===== config.mk =====
export PLATFORM = sky130hd
export DESIGN_NAME = floor_switch_ctrl
export DESIGN_NICKNAME = d
export VERILOG_FILES = /design/src/rtl/floor_switch_ctrl.sv
export SDC_FILE = /design/constraint.sdc
export NUM_CORES = 1
export LEC_CHECK = 0
export ABC_AREA = 1
export CORE_AREA = 2 2 105 107
export CTS_BUF_LIST = sky130_fd_sc_hd__clkbuf_16
export CTS_CLUSTER_SIZE = 28
export DETAILED_ROUTE_END_ITERATION = 7
export DIE_AREA = 0 0 107 109
export MAX_ROUTING_LAYER = met4
export PLACE_DENSITY = 0.55
export REMOVE_ABC_BUFFERS = 1
export SETUP_SLACK_MARGIN = 0.2
export SLEW_MARGIN = 5
export SYNTH_ARGS = -nofsm -noshare
export SYNTH_HDL_FRONTEND = slang
export SYNTH_SLANG_ARGS = --single-unit

===== constraint.sdc =====
create_clock -name clk -period 1.9 [get_ports clk]
set_input_delay 0.19 -clock clk [delete_from_list [all_inputs] [get_ports clk]]
set_output_delay 0.19 -clock clk [all_outputs]
set_load 0.1 [all_outputs]

===== src/rtl/floor_switch_ctrl.sv =====
// Floor-change sequencer: stair check, map-load handshake, arrival spawn pulse.
// Optional debug/item teleport enabled by defining FLOOR_TP_EN.
module floor_switch_ctrl #(
   parameter int NUM_FLOORS = 2,
   parameter int FLOOR_W    = 16,
   parameter int COORD_W    = 4
) (
   input  logic               clk,
   input  logic               rst_n,
   input  logic               step_valid,
   input  logic [COORD_W-1:0] player_x,
   input  logic [COORD_W-1:0] player_y,
   output logic [FLOOR_W-1:0] lookup_floor,
   input  logic [COORD_W-1:0] lk_down_x,
   input  logic [COORD_W-1:0] lk_down_y,
   input  logic [COORD_W-1:0] lk_up_x,
   input  logic [COORD_W-1:0] lk_up_y,
   output logic               map_load_req,
   output logic [FLOOR_W-1:0] map_load_floor,
   input  logic               map_load_done,
`ifdef FLOOR_TP_EN
   input  logic               tp_valid,
   input  logic [FLOOR_W-1:0] tp_floor,
`endif
   output logic [FLOOR_W-1:0] floor,
   output logic               spawn_valid,
   output logic [COORD_W-1:0] spawn_x,
   output logic [COORD_W-1:0] spawn_y,
   output logic               busy
);

   localparam logic [FLOOR_W-1:0] LP_NUM = FLOOR_W'(NUM_FLOORS);
   localparam logic [FLOOR_W-1:0] LP_TOP = FLOOR_W'(NUM_FLOORS - 1);

   typedef enum logic [2:0] {
      S_IDLE,
      S_CHECK,
      S_LOAD,
      S_SPAWN_LK,
      S_SPAWN
   } state_t;

   state_t             r_state;
   logic [FLOOR_W-1:0] r_floor;
   logic [FLOOR_W-1:0] r_map_load_floor;
   logic               r_map_load_req;
   logic               r_dir_up;
   logic               r_tp;
   logic [COORD_W-1:0] r_px;
   logic [COORD_W-1:0] r_py;
   logic               r_spawn_valid;
   logic [COORD_W-1:0] r_spawn_x;
   logic [COORD_W-1:0] r_spawn_y;
   logic               r_busy;

   logic w_up_abs;
   logic w_dn_abs;
   logic w_up_hit;
   logic w_dn_hit;

   // A (0,0) lookup pair means the stair does not exist on that floor.
   assign w_up_abs = (lk_up_x == '0) && (lk_up_y == '0);
   assign w_dn_abs = (lk_down_x == '0) && (lk_down_y == '0);
   assign w_up_hit = !w_up_abs && (r_px == lk_up_x) && (r_py == lk_up_y) && (r_floor < LP_TOP);
   assign w_dn_hit = !w_dn_abs && (r_px == lk_down_x) && (r_py == lk_down_y) && (r_floor != '0);

   assign lookup_floor   = (r_state == S_IDLE || r_state == S_CHECK) ? r_floor : r_map_load_floor;
   assign map_load_req   = r_map_load_req;
   assign map_load_floor = r_map_load_floor;
   assign floor          = r_floor;
   assign spawn_valid    = r_spawn_valid;
   assign spawn_x        = r_spawn_x;
   assign spawn_y        = r_spawn_y;
   assign busy           = r_busy;

   always_ff @(posedge clk or negedge rst_n) begin
      if (!rst_n) begin
         r_state          <= S_IDLE;
         r_floor          <= '0;
         r_map_load_floor <= '0;
         r_map_load_req   <= 1'b0;
         r_dir_up         <= 1'b0;
         r_tp             <= 1'b0;
         r_px             <= '0;
         r_py             <= '0;
         r_spawn_valid    <= 1'b0;
         r_spawn_x        <= '0;
         r_spawn_y        <= '0;
         r_busy           <= 1'b0;
      end else begin
         r_spawn_valid <= 1'b0;
         case (r_state)
            S_IDLE: begin
`ifdef FLOOR_TP_EN
               if (tp_valid) begin
                  if (tp_floor < LP_NUM && tp_floor != r_floor) begin
                     r_map_load_floor <= tp_floor;
                     r_dir_up         <= 1'b1;
                     r_tp             <= 1'b1;
                     r_map_load_req   <= 1'b1;
                     r_busy           <= 1'b1;
                     r_state          <= S_LOAD;
                  end
               end else
`endif
               if (step_valid) begin
                  r_px    <= player_x;
                  r_py    <= player_y;
                  r_tp    <= 1'b0;
                  r_busy  <= 1'b1;
                  r_state <= S_CHECK;
               end
            end
            S_CHECK: begin
               // Up wins when both stairs share the stepped-on tile.
               if (w_up_hit) begin
                  r_map_load_floor <= r_floor + 1'b1;
                  r_dir_up         <= 1'b1;
                  r_map_load_req   <= 1'b1;
                  r_state          <= S_LOAD;
               end else if (w_dn_hit) begin
                  r_map_load_floor <= r_floor - 1'b1;
                  r_dir_up         <= 1'b0;
                  r_map_load_req   <= 1'b1;
                  r_state          <= S_LOAD;
               end else begin
                  r_busy  <= 1'b0;
                  r_state <= S_IDLE;
               end
            end
            S_LOAD: begin
               if (map_load_done) begin
                  r_floor        <= r_map_load_floor;
                  r_map_load_req <= 1'b0;
                  r_state        <= S_SPAWN_LK;
               end
            end
            S_SPAWN_LK: begin
               // Arrive on the stair leading back where the player came from.
               if (!r_dir_up || (r_tp && w_dn_abs)) begin
                  r_spawn_x <= lk_up_x;
                  r_spawn_y <= lk_up_y;
               end else begin
                  r_spawn_x <= lk_down_x;
                  r_spawn_y <= lk_down_y;
               end
               r_spawn_valid <= 1'b1;
               r_state       <= S_SPAWN;
            end
            S_SPAWN: begin
               r_busy  <= 1'b0;
               r_state <= S_IDLE;
            end
            default: begin
               r_busy  <= 1'b0;
               r_state <= S_IDLE;
            end
         endcase
      end
   end

endmodule


Yosys cells after proc, flatten, opt, wreduce, memory -nomap -nowiden

Cells that the tools add are included.

Bits in registers: 55
Input port bits: 28
Output and inout bits: 59
Word-level logic and storage cells: 74

Add/sub/neg operators: 2
$lt $le $gt $ge: 1
Equality and inequality tests: 12
Muxes and demuxes: 21
Bitwise operators: 1
Reductions and logical operators: 26

Operators with widths:

| operator              | number |
|---|---|
| $mux 16               | 3 |
| $add 16x1->16 const B | 1 |
| $eq 4x4->1            | 4 |
| $logic_not 4->1       | 4 |
| $lt 16x1->1 const B   | 1 |
| $reduce_bool 16->1    | 1 |
| $sub 16x1->16 const B | 1 |
| $pmux 3 s4            | 1 |
| $mux 1                | 9 |
| $logic_and 1x1->1     | 8 |
| $mux 4                | 2 |
| $ne 2x2->1 const B    | 4 |
| $reduce_and 2->1      | 4 |
| $eq 3x2->1 const B    | 2 |
| $mux 3                | 2 |
| $mux 2                | 2 |
| $reduce_and 4->1      | 1 |
| $reduce_bool 2->1     | 2 |
| $eq 3x1->1 const B    | 1 |
| $logic_not 3->1       | 1 |
| $ne 3x3->1 const B    | 1 |
| $pmux 1 s3            | 1 |
| $reduce_and 3->1      | 1 |
| $logic_not 1->1       | 2 |
| other kinds (4)       | 4 |

Logic depth before layout (Yosys ltp)

Gate-level depths: netlist of run 1.

Depth in word-level cells: 9
Depth in mapped cells: 12
Mapped depth without buffers: 11

Worst setup path after synthesis of run 1

OpenSTA, ideal clock, no wires.

Kind: flip-flop to output port
Start: register r_map_load_floor[2] (netlist: map_load_floor[2])
End: output lookup_floor[2]
Data arrival time: 3.208 ns
Required time: 1.710 ns
Path slack: -1.498 ns
Cell stages (with the launch flop): 3
Path buffers: 0
Path through: dfrtp_1 -> inv_1 -> o21ai_0

Longest elaborated chain between the ends: 1

Ends and longest elaborated chain:

| item                   | line | source |
|---|---|---|
| start, declared        | 45   | `logic [FLOOR_W-1:0] r_map_load_floor;` |
| start signal, assigned | 117  | `r_map_load_floor <= r_floor + 1'b1;` |
| start signal, assigned | 122  | `r_map_load_floor <= r_floor - 1'b1;` |
| $mux 16                | 67   | `assign lookup_floor = (r_state == S_IDLE \|\| r_state == S_CHECK) ? r_floor : r_map_load_floor;` |
| end, declared          | 13   | `output logic [FLOOR_W-1:0] lookup_floor,` |

Every way passes these cells.

Worst setup path in the final report of run 1

Start: register r_state[1]
End: output lookup_floor[9]

Longest elaborated chain between the ends: 3
Elaborated cells between the ends (all ways): 4
Those cells by class: 1 x eq/ne; 1 x mux; 2 x reduce/logical

Ends and longest elaborated chain:

| item                                                 | line | source |
|---|---|---|
| start, declared                                      | 43   | `state_t r_state;` |
| start signal, assigned                               | 78   | `r_state <= S_IDLE;` |
| start signal, assigned                               | 111  | `r_state <= S_CHECK;` |
| start signal, assigned                               | 120  | `r_state <= S_LOAD;` |
| $eq 3x1->1 / $logic_not 3->1 (equally long branches) | 67   |  |
| $logic_or 1x1->1 (*)                                 | 67   |  |
| $mux 16 (*)                                          | 67   |  |

Every way passes the cells marked *; elsewhere a longest branch is shown, timed or not.

==> results of run 1 <==
## through the flow
step	utilization (%)	setup TNS [ns]	hold WS (ns)	instance area [µm²]	power, W
6_report	50.4	0	0.347	5340	0.00667
5_1_grt	50.4	0	0.417	5340	0.00702
4_1_cts	46.6	0	0.391	4940	0.00651
3_5_place_dp	44.5	-0.421	0.173	4720	0.00553
3_3_place_gp	44.5	-0.450	0.171	4720	0.00551
2_1_floorplan	-	-30.91	-0.106	3340	0.00452
## per-layer routing
| metal | GRT usage, % | vias to the layer above | routed length, µm |
|---|---|---|---|
| met3 | 2.27 | 11 | 353 |
| met4 | 3.90 | 0 | 108 |
| met1 | 24.8 | 1654 | 4900 |
| met5 | - | - | 0 |
| li1 | - | 1793 | - |
| met2 | 28.3 | 65 | 4950 |
## cell type report
| cell class | count | area (µm²) | share of cell area (%) |
|---|---|---|---|
| Multi-Input combinational cell | 362 | 1960 | 36.7 |
| Inverter | 62 | 233 | 4.36 |
| Tap cell | 140 | 175 | 3.28 |
| Sequential cell | 55 | 1380 | 25.9 |
| Clock inverter | 3 | 22.5 | 0.422 |
| Timing Repair Buffer | 134 | 1440 | 27.0 |
| Clock buffer | 5 | 125 | 2.34 |
## Yosys cell counts, drive strengths merged
cell and number:
o21ai 49, clkinv 1, nor2 75, nand4 10, ha 3, and2 2, nand3b 3, o211ai 1
nand2 160, dfrtp 55, xnor2 4, a21oi 17, nand3 23, nor3 3, clkbuf 9, xor2 11
buf 5, inv 61
## state kept, by name, summed over array words and instances, names as in the netlist
register,flops
r_px,4
floor,16
map_load_req,1
busy,1
spawn_y,4
r_py,4
spawn_x,4
map_load_floor,16
r_state,3
r_dir_up,1
spawn_valid,1
## power breakdown
part | leakage [nW] | total, W | internal, W | switching, W
Clock | 0.0742 | 0.000946 | 0.000495 | 0.000451
Combinational | 1.92 | 0.00404 | 0.00112 | 0.00292
Sequential | 0.694 | 0.00168 | 0.00143 | 0.000247
## what timing repair did
item	in CTS	in global routing
pin swaps	1	21
endpoints found under the hold margin	18	0
setup buffers	1	11
gates resized for setup	14	93
hold buffers	1	0
gates cloned	2	2
endpoints found under the setup margin	21	35
## tightest hold or removal path: cells and delay by family
kind | cells | cell delay, ns
AO/OA/AOI/OAI | 2 | 0.25
buffers and inverters | 1 | 0.17
## worst paths after layout
kind                             from         endpoint
max in group asynchronous       rst_n        floor[14]
hold / removal             lk_up_x[2]       spawn_x[2]
setup reg to reg            floor[11]             busy
min in group asynchronous       rst_n       spawn_x[1]
hold reg to reg                  busy             busy
setup / recovery           r_state[1]  lookup_floor[9]
## cell families after synthesis
| kind of cell | count (synthesis) | synth area share (%) |
|---|---|---|
| compound gates | 67 | 10.2 |
| xor+xnor | 15 | 3.84 |
| fa+ha+maj | 3 | 1.10 |
| buf+inv | 76 | 9.17 |
| flops | 55 | 40.2 |
| simple gates | 276 | 35.5 |
==> run summary, run 1 <==
htree depth -> 2
vias in the first global route -> 3336
Slowest cell on crit path -> dfrtp_1
crit path time final -> 1.70 ns
final setup violation count -> 0
startpoint types -> register
worst vdd ir -> 0.906 mV
post-synth top area share -> 40.2%
Post-Layout Cell Count -> 761
Initial Utilization -> 32.3%
relative slew slack -> 65.1%
Top Family by Delay on Critical Path -> buffers and inverters
first-pass GRT wire length -> 16300 µm
Yosys warnings -> 0
commonest non-fill, non-tap cell in the layout -> nand2_1
Post-Route WL -> 10300 µm
Final ANT Viol Nets -> 0
peak fanout along the critical path -> 6
standard-cell rows -> 38
die width -> 107 µm
register area share after synthesis -> 40.2%
critical path data required time -> 1.71 ns
vias -> 3523
post-DP HPWL -> 7420 µm
largest net degree at the start of global routing -> 35
Cells after Synth -> 492
max-slew violation count -> 0
total track usage -> 17.9%
CP endpoint kind -> primary output
final clock skew -> 0.0104 ns
top post-synthesis cells by area -> dfrtp_1, nand2_1, nor2_1, inv_1, o21ai_0
leakage power -> 2.69 nW
CP Cell Sequence -> nor2_4 > buf_12 > clkbuf_16 > nand2_1 > o21ai_2 > clkbuf_16
Syn Std Cell Area -> 0.00342 mm²
Routability Congestion -> 0.875
clk sinks -> 55
synthesized flop and latch total -> 55
Fillers -> 1056
syn_area_per_cell -> 6.96 µm²
fin crit share -> 89.4%
via-per-instance ratio -> 4.63
DP Worst Slack -> -0.0749 ns
total die area -> 0.0117 mm²
Worst Hold Class -> primary input to register
Clock Path Buffers -> 2
WHS Path Cells -> 3
Worst Tran Pin Value -> 0.524 ns
Die H -> 109 µm
DR WL/cell -> 13.5 µm
Buf+Inv Stages, Crit Path -> 3
antenna violations before repair -> 0
CTS clk-pin slew, worst paths -> 0.08 ns
P&R area growth vs syn -> 56.0%
Core ar. -> 0.0106 mm²
Netlist cell types -> 30
CP Class -> register to primary output
flop2flop setup slack -> 0.27 ns
TritonCTS clock tree -> built
Worst EP arrival -> 1.51 ns
Port Buf Inserts -> 86
status -> finished clean
CTS buffer count -> 5
r2r worst-path depth -> 10
min setup slack post-route -> 0.202 ns
max_cap viols -> 0
Worst-Skew Late Latency -> 0.30 ns
DRC violations left -> 0
I/O Pins -> 87
diode count -> 0
DRT Pass-1 Iters -> 4
commonest cells after routing, fill and taps aside -> nand2_1, buf_4, inv_1
fmax -> 589 MHz
Final Hold Viols -> 0
Power Dens Cells -> 1250 mW/mm²
RSZ-0062 raised after global routing -> yes
Crit path largest cell delay -> 0.42 ns
CP Depth -> 6
share of cells above drive strength 1 -> 31.6%
Initial DRC Count -> 172
largest area contributor in the netlist -> dfrtp_1
CTS root buffer -> clkbuf_16
gr ovfl total -> 0
total placed cells including tap cells -> 736
nets -> 651
CP most frequent cell -> clkbuf_16
Note: power is estimated with default switching activity, not from simulation.
==> run 2, diff against run 1 <==
CORE_AREA = 2 2 86 88   (was 2 2 105 107)
DIE_AREA = 0 0 88 90   (was 0 0 107 109)
GPL_TIMING_DRIVEN = 0   (was unset)
PLACE_DENSITY = 0.78   (was 0.55)
==> run 2 against run 1 <==
Register-to-register slack worse by 0.13 ns. Die area is 32% lower. Fmax is 3.4% lower. Sequential power hardly changed. Routed wire length is 8.0% higher. Worst setup slack worse by 0.060 ns. Critical endpoint is now map_load_floor[8]. Highest routed layer unchanged.
==> run summary, run 2 (synthesized netlist as in run 1, its figures left out) <==
WHS Path Cells -> 3 (unchanged)
met3 Track Usage GR -> 3.12% (+0.85 points)
Core ar. -> 0.00702 mm² (-34%)
Top Family by Delay on Critical Path -> simple AND/OR/NAND/NOR gates
Slowest cell on crit path -> dfrtp_2
vias in the first global route -> 3516 (+5.4%)
share of cells above drive strength 1 -> 28.7% (-2.9 points)
via-per-instance ratio -> 5.37 (+16%)
max_cap viols -> 0 (unchanged)
Final ANT Viol Nets -> 0 (unchanged)
Fillers -> 511 (-52%)
gr ovfl total -> 0 (unchanged)
Clock Path Buffers -> 2 (unchanged)
die width -> 88 µm (-18%)
TritonCTS clock tree -> built
dpl cell area -> 0.00434 mm² (-7.9%)
worst reg2reg path endpoint -> map_load_floor[8]
Initial Utilization -> 48.8% (+16 points)
CTS root buffer -> clkbuf_16
final clock skew -> 0.00315 ns (-0.00720 ns)
diode count -> 0 (unchanged)
max-slew violation count -> 0 (unchanged)
fin crit share -> 92.6% (+3.2 points)
CP endpoint kind -> register
I/O Pins -> 87 (unchanged)
CP Class -> register to register
Die H -> 90 µm (-17%)
Final Hold Viols -> 0 (unchanged)
Power Dens Cells -> 1310 mW/mm² (+4.7%)
post-DP HPWL -> 6360 µm (-14%)
DRT Pass-1 Iters -> 8 (+4)
Worst Hold Class -> primary input to register
Worst EP arrival -> 1.93 ns (+0.42 ns)
Crit path largest cell delay -> 0.46 ns (+0.04 ns)
vias -> 3808 (+8.1%)
Buf+Inv Stages, Crit Path -> 2 (-1)
nets -> 640 (-1.7%)
start point of the worst hold path -> lk_up_x[1]
DR WL/cell -> 15.7 µm (+16%)
RSZ-0062 raised after global routing -> yes
CP Cell Sequence -> nor2_1 > nand2_1 > nor2_4 > buf_4 > a21oi_2 > nand3_4 > nand2_4 > o21ai_1 > inv_1
worst flop-to-flop path startpoint -> floor[12]
grt met1 use -> 35.3% (+10 points)
Most Crowded Layer GR -> met2
Worst Hold End -> spawn_x[1]
flop2flop setup slack -> 0.14 ns (-0.13 ns)
final setup violation count -> 0 (unchanged)
startpoint types -> register
Post-Route WL -> 11100 µm (+8.0%)
DRC violations left -> 0 (unchanged)
antenna violations before repair -> 0 (unchanged)
Post-Layout Cell Count -> 709 (-6.8%)
fmax -> 569 MHz (-3.4%)
relative slew slack -> 36.4% (-29 points)
Worst-Skew Late Latency -> 0.29 ns (about the same)
Critical Path Start -> floor[12]
CTS clk-pin slew, worst paths -> 0.07 ns (about the same)
Initial DRC Count -> 283 (+65%)
P&R area growth vs syn -> 48.0%
CTS buffer count -> 5 (unchanged)
commonest cells after routing, fill and taps aside -> nand2_1, inv_1, nor2_1
setup TNS -> 0 ns (unchanged)
total placed cells including tap cells -> 664 (-9.8%)
status -> finished clean
commonest non-fill, non-tap cell in the layout -> nand2_1
first-pass GRT wire length -> 16600 µm (+1.6%)
total track usage -> 26.7% (+8.8 points)
crit path time final -> 1.76 ns (+0.0605 ns)
r2r worst-path depth -> 9 (-1)
utilization after layout -> 72.2% (+22 points)
Port Buf Inserts -> 86 (unchanged)
fin area -> 0.00507 mm² (-5.1%)
clk sinks -> 55 (unchanged)
Worst Tran Pin Value -> 0.958 ns (+0.435 ns)
M2 GR Usage -> 42.7% (+14 points)
standard-cell rows -> 31 (-18%)
critical path data required time -> 2.07 ns (+0.36 ns)
worst vdd ir -> 1.25 mV (+38%)
total die area -> 0.00792 mm² (-32%)
leakage power -> 2.46 nW (-8.4%)
htree depth -> 2 (unchanged)
Routability Congestion -> 0.861 (-1.6%)
largest net degree at the start of global routing -> 29 (-17%)
peak fanout along the critical path -> 7 (+1)
-- run 2: cell types whose count changed in the layout (fill, tap and decap cells not counted), sizes merged --
cell and change:
nand4 +1, clkdlybuf4s50 -1, dlygate4sd2 +4, nor2 +1, nand2 +1, clkinv -1
inv +1, clkdlybuf4s15 +28, clkbuf +8, buf -56, dlymetal6s2s +1, nand3 +2
-- run 2: how the worst max path moves through the flow --
stage	end	slack (ns)	cells past startpoint
2_1_floorplan	lookup_floor[2]	-1.50	2
3_3_place_gp	map_load_floor[7]	-1.05	1
3_5_place_dp	lookup_floor[13]	-0.97	4
4_1_cts	lookup_floor[13]	0.17	5
5_1_grt	map_load_floor[8]	0.08	9
6_report	map_load_floor[8]	0.14	9
-- run 2: final cells by class --
class                      instances  area, µm²  area share [%]
multi-input combinational        367       2030            40.0
sequential                        55       1400            27.5
timing repair buffer             118       1150            22.7
inverter                          62        235            4.64
clock buffer                       5        125            2.47
tap                               99        124            2.45
clock inverter                     3       11.3           0.222
-- run 2: metal layers --
metal / up-vias / part of all wire (%) / routed length, µm
met3: 56 / 7.2 / 801
met2: 210 / 50 / 5550
met5: - / 0 / 0
li1: 1782 / - / -
met4: 0 / 3.7 / 410
met1: 1760 / 39 / 4380
-- run 2: power breakdown --
part | leakage, nW | internal [W] | switching [W]
registers | 0.676 | 0.00144 | 0.000246
logic | 1.72 | 0.00103 | 0.00304
clock network | 0.0701 | 0.000476 | 0.000399
total | 2.46 | 0.00294 | 0.00369
-- run 2: timing repair --
action | CTS | global route
pin swaps | 8 | 20
cloned | 6 | 0
setup endpoints to repair | 109 | 54
hold endpoints to repair | 27 | 0
gates resized for setup | 247 | 105
buffers inserted | 10 | 20
hold buffers | 1 | 0
-- run 2: metrics by stage --
stage | hold slack (ns) | worst slack (ns) | total power (W)
final | 0.319 | 0.142 | 0.00662
after CTS | 0.472 | 0.170 | 0.00627
after detailed placement | 0.243 | -0.971 | 0.00537
after global routing | 0.360 | 0.0772 | 0.00692
after floorplan | -0.106 | -1.50 | 0.00452
after global placement | 0.464 | -1.05 | 0.00530
-- run 2: worst min-delay path: stages --
cell and delay (ns):
dlymetal6s2s_1 0.15, o21ai_0 0.11, a21oi_1 0.12
==> run 3, diff against run 2 <==
CORE_AREA = 2 2 92 94   (was 2 2 86 88)
DIE_AREA = 0 0 94 96   (was 0 0 88 90)
PLACE_DENSITY = 0.69   (was 0.78)
==> run 3 against run 2 <==
Clock-buffer cell count unchanged. Via count down 5.5%. Largest cell class unchanged. Sequential power hardly changed. Critical path type unchanged. Critical endpoint is now map_load_floor[7].
==> run summary, run 3 (synthesized netlist as in run 1, its figures left out) <==
max_cap viols -> 0 (unchanged)
largest net degree at the start of global routing -> 31 (+6.9%)
startpoint types -> register
gr ovfl total -> 0 (unchanged)
Crit path largest cell delay -> 0.45 ns (about the same)
post-DP HPWL -> 6400 µm (+0.54%)
vias in the first global route -> 3364 (-4.3%)
total die area -> 0.00902 mm² (+14%)
peak fanout along the critical path -> 6 (-1)
CTS clk-pin slew, worst paths -> 0.07 ns (about the same)
fin crit share -> 92.5% (about the same)
Final ANT Viol Nets -> 0 (unchanged)
crit path time final -> 1.76 ns (-0.00156 ns)
critical path data required time -> 2.09 ns (+0.02 ns)
total track usage -> 23.9% (-2.8 points)
Routability Congestion -> 0.878 (+2.0%)
via-per-instance ratio -> 5.06 (-5.7%)
Worst Hold Class -> primary input to asynchronous set/reset pin
leakage power -> 2.42 nW (-1.7%)
antenna violations before repair -> 0 (unchanged)
r2r worst-path depth -> 11 (+2)
standard-cell rows -> 33 (+6.5%)
CTS buffer count -> 5 (unchanged)
fin area -> 0.00505 mm² (-0.30%)
storage element area -> 0.00139 mm² (-0.63%)
DRT Pass-1 Iters -> 4 (-4)
RSZ-0062 raised after global routing -> yes
CTS root buffer -> clkbuf_16
Die H -> 96 µm (+6.7%)
Clock Path Buffers -> 2 (unchanged)
Power Total -> 0.00637 W (-3.9%)
relative slew slack -> 36.1% (-0.22 points)
I/O Pins -> 87 (unchanged)
max-slew violation count -> 0 (unchanged)
commonest non-fill, non-tap cell in the layout -> nand2_1
Post-Route WL -> 10200 µm (-8.8%)
dpl cell area -> 0.00435 mm² (+0.17%)
vias -> 3600 (-5.5%)
Final Hold Viols -> 0 (unchanged)
Initial Utilization -> 42.5% (-6.2 points)
Top Family by Delay on Critical Path -> simple AND/OR/NAND/NOR gates
worst hold slack -> 0.445 ns (+0.126 ns)
CP Cell Sequence -> nor2_4 > buf_6 > buf_8 > nand2_4 > nor2_1 > nand3b_1 > nor2_1 > nand2_2 > buf_6 > nand3_2 > nand2_1
fmax -> 569 MHz (about the same)
Worst Tran Pin Value -> 0.962 ns (+0.00327 ns)
Fillers -> 702 (+37%)
Slowest cell on crit path -> dfrtp_2
nets -> 636 (-0.63%)
Power Dens Cells -> 1260 mW/mm² (-3.6%)
diode count -> 0 (unchanged)
Core ar. -> 0.00805 mm² (+15%)
CP Depth -> 11 (+2)
share of cells above drive strength 1 -> 26.1% (-2.6 points)
DRC violations left -> 0 (unchanged)
Worst EP arrival -> 1.95 ns (+0.02 ns)
commonest cells after routing, fill and taps aside -> nand2_1, nor2_1, inv_1
Worst-Skew Late Latency -> 0.29 ns (about the same)
Initial DRC Count -> 194 (-31%)
Multi-input gate area -> 0.00196 mm² (-3.2%)
TritonCTS clock tree -> built
CP Class -> register to register
Port Buf Inserts -> 86 (unchanged)
P&R area growth vs syn -> 47.6%
Buf+Inv Stages, Crit Path -> 3 (+1)
DR WL/cell -> 14.3 µm (-9.0%)
die width -> 94 µm (+6.8%)
status -> finished clean
worst vdd ir -> 1.16 mV (-7.5%)
final setup violation count -> 0 (unchanged)
clk sinks -> 55 (unchanged)
first-pass GRT wire length -> 16500 µm (-0.46%)
htree depth -> 2 (unchanged)
final clock skew -> 0.00444 ns (+0.00128 ns)
setup TNS -> 0 ns (unchanged)
CP endpoint kind -> register
-- run 3: worst paths after layout --
path                              from                 to  slack (ns)
max reg2reg                 r_state[2]  map_load_floor[7]        0.14
max                         r_state[2]  map_load_floor[7]        0.14
min reg2reg                       busy               busy        0.49
max in group asynchronous        rst_n           floor[9]        0.85
min                              rst_n         spawn_x[3]        0.45
min in group clk           player_x[3]            r_px[3]        0.48
-- run 3: layout make-up --
class | count | share of cell area, %
repair buffers | 115 | 23.6
well taps | 105 | 2.60
clock buffers | 5 | 2.48
clock inverters | 3 | 0.322
multi-input cells | 366 | 38.8
flip-flops and latches | 55 | 27.4
inverters | 62 | 4.76
-- run 3: power by group --
part	total (W)	internal (W)	switching, W
combinational	0.00376	0.000899	0.00286
clock	0.000916	0.000483	0.000433
sequential	0.00169	0.00143	0.000258
-- run 3: repair_timing --
action                                 CTS  global route
pin swaps                               17             8
setup endpoints to repair              112            57
setup buffers                           16            11
hold buffers                             1             0
resized for setup                      269            62
gates cloned                             5             0
endpoints found under the hold margin   25             0
-- run 3: layer usage --
layer	up-vias	share of wire [%]	global-route usage [%]
li1	1776	-	-
met1	1718	44	31.7
met2	92	50	38.8
met3	14	4.3	3.13
met4	0	1.7	6.76
met5	-	0	-
-- run 3: worst reg2reg max path: stages, from the launching register on --
cell,delay [ns]
dfrtp_2,0.45
nor2_4,0.17
buf_6,0.12
buf_8,0.12
nand2_4,0.06
nor2_1,0.11
nand3b_1,0.09
nor2_1,0.12
nand2_2,0.14
buf_6,0.17
nand3_2,0.05
nand2_1,0.05
-- run 3: stage by stage --
stage | util, % | cells | setup WS, ns
2_1_floorplan | - | 478 | -1.50
3_3_place_gp | 53.8 | 669 | -1.13
3_5_place_dp | 54.0 | 670 | -1.04
4_1_cts | 60.5 | 700 | 0.0272
5_1_grt | 62.7 | 711 | 0.0423
6_report | 62.7 | 711 | 0.143
